### config.mk
export PLATFORM = sky130hd
export DESIGN_NAME = buf_word_packer
export DESIGN_NICKNAME = d
export VERILOG_FILES = /design/src/rtl/buf_word_packer.sv
export SDC_FILE = /design/constraint.sdc
export NUM_CORES = 1
export LEC_CHECK = 0
export CAP_MARGIN = 20
export CORE_UTILIZATION = 41
export CTS_CLUSTER_SIZE = 25
export DETAILED_ROUTE_END_ITERATION = 10
export GPL_TIMING_DRIVEN = 0
export PLACE_DENSITY = 0.71
export SYNTH_ARGS = -nofsm -noshare
export SYNTH_HDL_FRONTEND = slang
export SYNTH_SLANG_ARGS = --single-unit
### constraint.sdc
create_clock -name clk -period 6.4 [get_ports clk]
set_clock_uncertainty 0.1 [all_clocks]
set_input_delay 1.92 -clock clk [delete_from_list [all_inputs] [get_ports clk]]
set_output_delay 1.92 -clock clk [all_outputs]
set_load 0.01 [all_outputs]
### src/rtl/buf_word_packer.sv
`default_nettype none
//------------------------------------------------------------------------------
// Module   : buf_word_packer
// Purpose  : Pops IN_W-bit entries from a pulse-read FIFO and packs BEATS of
//            them into one OUT_W-bit word offered on a valid/ready handshake.
// Revision : 1.0 - initial release
//------------------------------------------------------------------------------
module buf_word_packer #(
   parameter int IN_W      = 16,
   parameter int OUT_W     = 64,
   parameter int MSB_FIRST = 0,
   localparam int BEATS    = OUT_W / IN_W,
   localparam int BCW      = $clog2(BEATS) + 1
) (
   input  logic             clk,
   input  logic             rst,
   input  logic             buf_avail,
   input  logic [IN_W-1:0]  buf_dout,
   output logic             buf_re,
   input  logic             flush,
   output logic             out_valid,
   input  logic             out_ready,
   output logic [OUT_W-1:0] out_data,
   output logic [BCW-1:0]   beat_cnt,
   output logic [15:0]      words_out
);

   typedef enum logic [1:0] {
      S_REQ = 2'd0,
      S_CAP = 2'd1,
      S_OUT = 2'd2
   } state_t;

   state_t           state_q, state_d;
   logic             buf_re_q, buf_re_d;
   logic             out_valid_q, out_valid_d;
   logic [OUT_W-1:0] data_q, data_d;
   logic [BCW-1:0]   beat_q, beat_d;
   logic [15:0]      words_q, words_d;

   always_comb begin
      state_d     = state_q;
      buf_re_d    = buf_re_q;
      out_valid_d = out_valid_q;
      data_d      = data_q;
      beat_d      = beat_q;
      words_d     = words_q;
      if (flush) begin
         // Flush wins over a same-cycle handshake; a popped entry in CAP is dropped.
         state_d     = S_REQ;
         buf_re_d    = 1'b0;
         out_valid_d = 1'b0;
         beat_d      = '0;
      end else begin
         case (state_q)
            S_REQ: begin
               if (buf_avail) begin
                  buf_re_d = 1'b1;
                  state_d  = S_CAP;
               end
            end
            S_CAP: begin
               for (int i = 0; i < BEATS; i++) begin
                  if (beat_q == BCW'(i)) begin
                     data_d[((MSB_FIRST != 0) ? (BEATS - 1 - i) : i) * IN_W +: IN_W] = buf_dout;
                  end
               end
               buf_re_d = 1'b0;
               beat_d   = beat_q + 1'b1;
               if (beat_q == BCW'(BEATS - 1)) begin
                  out_valid_d = 1'b1;
                  state_d     = S_OUT;
               end else begin
                  state_d = S_REQ;
               end
            end
            S_OUT: begin
               if (out_ready) begin
                  out_valid_d = 1'b0;
                  beat_d      = '0;
                  words_d     = words_q + 16'd1;
                  state_d     = S_REQ;
               end
            end
            default: begin
               state_d     = S_REQ;
               buf_re_d    = 1'b0;
               out_valid_d = 1'b0;
               beat_d      = '0;
            end
         endcase
      end
   end

   always_ff @(posedge clk or posedge rst) begin
      if (rst) begin
         state_q     <= S_REQ;
         buf_re_q    <= 1'b0;
         out_valid_q <= 1'b0;
         data_q      <= '0;
         beat_q      <= '0;
         words_q     <= '0;
      end else begin
         state_q     <= state_d;
         buf_re_q    <= buf_re_d;
         out_valid_q <= out_valid_d;
         data_q      <= data_d;
         beat_q      <= beat_d;
         words_q     <= words_d;
      end
   end

   assign buf_re    = buf_re_q;
   assign out_valid = out_valid_q;
   assign out_data  = data_q;
   assign beat_cnt  = beat_q;
   assign words_out = words_q;

endmodule
`default_nettype wire
==> metrics.md <==
| Metric | Value |
|---|---|
| Final net count | 377 |
| Antenna fix cells | 0 |
| Worst setup EP type | primary output |
| Final hold viol count | 0 |
| Rel. slew slack | 0.6226 |
| Number of distinct library cells after synthesis | 28 |
| Vias in the first global route | 2224 |
| # resized after CTS | 0 |
| Total GRT Usage | 0.1648 |
| Root buf cell | clkbuf_8 |
| Fmax | 0.2934 GHz |
| Final period util | 0.5326 |
| Critical path class | register to primary output |
| CTS buffer count | 9 |
| Net Count, Synth | 261 |
| Yosys warnings | 0 |
| Starting density of the core | 0.4262 |
| Largest stage delay, worst path | 580 ps |
| Post-DRT Antenna Nets | 0 |
| Register area share after synthesis | 0.6186 |
| Share of layout cells above drive strength 1 | 0.2740 |
| Avg Cell Area, Syn | 15.04 sq um |
| Leak | 2.227 nW |
| Die Wd | 94.65 um |
| Dpl hpwl | 4967 um |
| Critical Path Fanout Max | 5 |
| Critical path buffers and inverters | 1 |
| WL per Instance | 15.13 um |
| Delay-heaviest family, CP | buffers and inverters |
| Worst-Skew Late Latency | 340 ps |
| Initial DRT Pass Iterations | 4 |
| Area Growth Syn to Fin | 40.38% |
| Post-CTS Setup Inserts | 0 |
| Final GP Congestion | 0.7875 |
| Critical-path top delay cell | clkdlybuf4s50_1 |
| Total congestion overflow | 0 |
| Post-synthesis register bit count | 87 |
| Die ar. | 8959 sq um |
| Unrepaired setup endpoints after global routing | false |
| Largest net degree at the start of global routing | 46 |
| Status | complete, no violations |
| Maximum buffer depth of the clock tree | 2 |
| PortBufs | 104 |
| Final core occ | 0.5983 |
| DP Cell Count | 444 |
| Pwr Density | 271.1 nW/um^2 |
| Clock Sinks | 87 |
| Rows | 33 |
| Hold_buf cts | 0 |
| TritonCTS clock tree | yes |
| Crit start category | register |
| Fin. max-slew vios | 0 |
| Critical Path RT | 4380 ps |
| CTS H-tree depth | 3 |
| Crit path DAT | 1390 ps |
| DRC errors left | 0 |
| TNS Setup | 0 ps |
| Post-Synthesis Cell Area | 3520 sq um |
| Initial DRC Count | 38 |
| I/O pin count | 106 |
| Critical-path cell list | clkdlybuf4s50_1 |
| Synth Instances | 234 |
| First-pass GRT wire length | 11020 um |
| Vias | 2299 |
| Peak VDD IR | 0.0001225 V |
| Post-layout minimum cycle time | 3409 ps |
| Die height | 94.65 um |
| Slew @ Worst Pin | 566.1 ps |
| Max Cap Violations | 0 |
| Vias/cell | 5.009 |
| Worst-path clk slew | 80 ps |
| Final Non-Filler Cells | 459 |
| Antenna violations before repair | 0 |
| Placeable Area | 8258 sq um |
| Routed WL | 6943 um |
| Worst hold path type | register to register |
| Final setup fails | 0 |
-- metal layers --
layer  up-vias  track usage  share of wire
met4         0      0.06818         0.0091
li1       1049            -              -
met5         -            0              0
met1      1163       0.2145           0.46
met2        81       0.2560           0.46
met3         6      0.04992          0.070
-- stage by stage --
stage	hold slack (ps)	power (W)	setup WS [ps]	cell area, sq um
floorplan	407.6	0.0007541	2130	3520
global placement	366.6	0.0009098	789.3	4692
detailed placement	370.1	0.0009174	2836	4715
CTS	389.1	0.001358	2965	4941
global route	414.2	0.001400	2928	4941
finish	381.3	0.001340	2991	4941
-- layout make-up --
type	count	area, sq um
Multi-Input combinational cell	136	1254
Clock buffer	11	131.4
Sequential cell	87	2177
Timing Repair Buffer	105	1061
Tap cell	105	131.4
Fill cell	676	3317
Clock inverter	4	95.09
Inverter	5	21.27
Buffer	6	70.07
-- report_power, final --
group | internal [W] | switching [W] | leakage, nW | total [W]
Clock | 0.000257 | 0.000181 | 0.113 | 0.000438
Combinational | 0.000163 | 0.0000942 | 0.970 | 0.000258
Sequential | 0.000612 | 0.0000320 | 1.14 | 0.000644
Total | 0.00103 | 0.000307 | 2.23 | 0.00134
-- flip-flops by register name (all words and copies together), names as in the netlist --
name and count:
beat_cnt 3, out_data 64, words_out 16, out_valid 1
buf_re 1, state_q 2
-- cells in the mapped netlist --
cell / number / area [sq um]
a21oi_1: 6 / 30.03
a22oi_1: 1 / 7.510
and2_2: 1 / 7.510
and2b_2: 1 / 8.760
and3_1: 2 / 12.51
and3_4: 1 / 11.26
and4_1: 3 / 26.28
and4bb_4: 1 / 16.27
buf_6: 5 / 56.30
clkbuf_8: 1 / 13.76
dfrtp_1: 87 / 2177
ha_1: 6 / 75.07
inv_1: 5 / 18.77
mux2_2: 65 / 732.0
nand2_1: 9 / 33.78
nand2_2: 3 / 18.77
nand2b_4: 1 / 13.76
nand3_1: 1 / 5.000
nand4_1: 5 / 31.28
nor2_1: 9 / 33.78
nor2_4: 1 / 11.26
nor3_1: 2 / 10.01
nor3_4: 1 / 16.27
nor4b_1: 1 / 8.760
o21ai_0: 1 / 5.000
xnor2_1: 8 / 70.07
xor2_1: 6 / 52.55
xor2_2: 1 / 16.27
-- path summary, 6_finish.rpt --
kind                          startpoint             to  slack [ps]  cells after the start
setup / recovery            words_out[7]   words_out[7]        2990                      1
hold / removal             words_out[15]  words_out[15]         380                      1
setup reg to reg             beat_cnt[0]   out_data[51]        4510                      6
hold reg to reg            words_out[15]  words_out[15]         380                      1
max in group asynchronous            rst     state_q[0]        3680                      3
min in group asynchronous            rst   out_data[56]        1880                      2
-- logic make-up after synthesis --
family / Yosys count / synth area share
buf+inv: 11 / 0.02524
compound gates: 8 / 0.01209
xor+xnor: 15 / 0.03946
simple gates: 42 / 0.07537
flops: 87 / 0.6186
fa+ha+maj: 6 / 0.02133
mux: 65 / 0.2080
-- cells in the final DEF (no fill, tap or decap), types with 3 or more instances in the layout --
master	Yosys	final
nand2_2	3	3
clkbuf_8	1	10
and4_1	3	3
nor2_1	9	9
xnor2_1	8	8
xor2_1	6	6
nand4_1	5	5
buf_6	5	5
dfrtp_1	87	87
a21oi_1	6	6
clkdlybuf4s50_1	0	104
ha_1	6	6
inv_1	5	4
bufinv_16	0	3
mux2_2	65	65
nand2_1	9	9
Power figures use the tool's default switching activity.
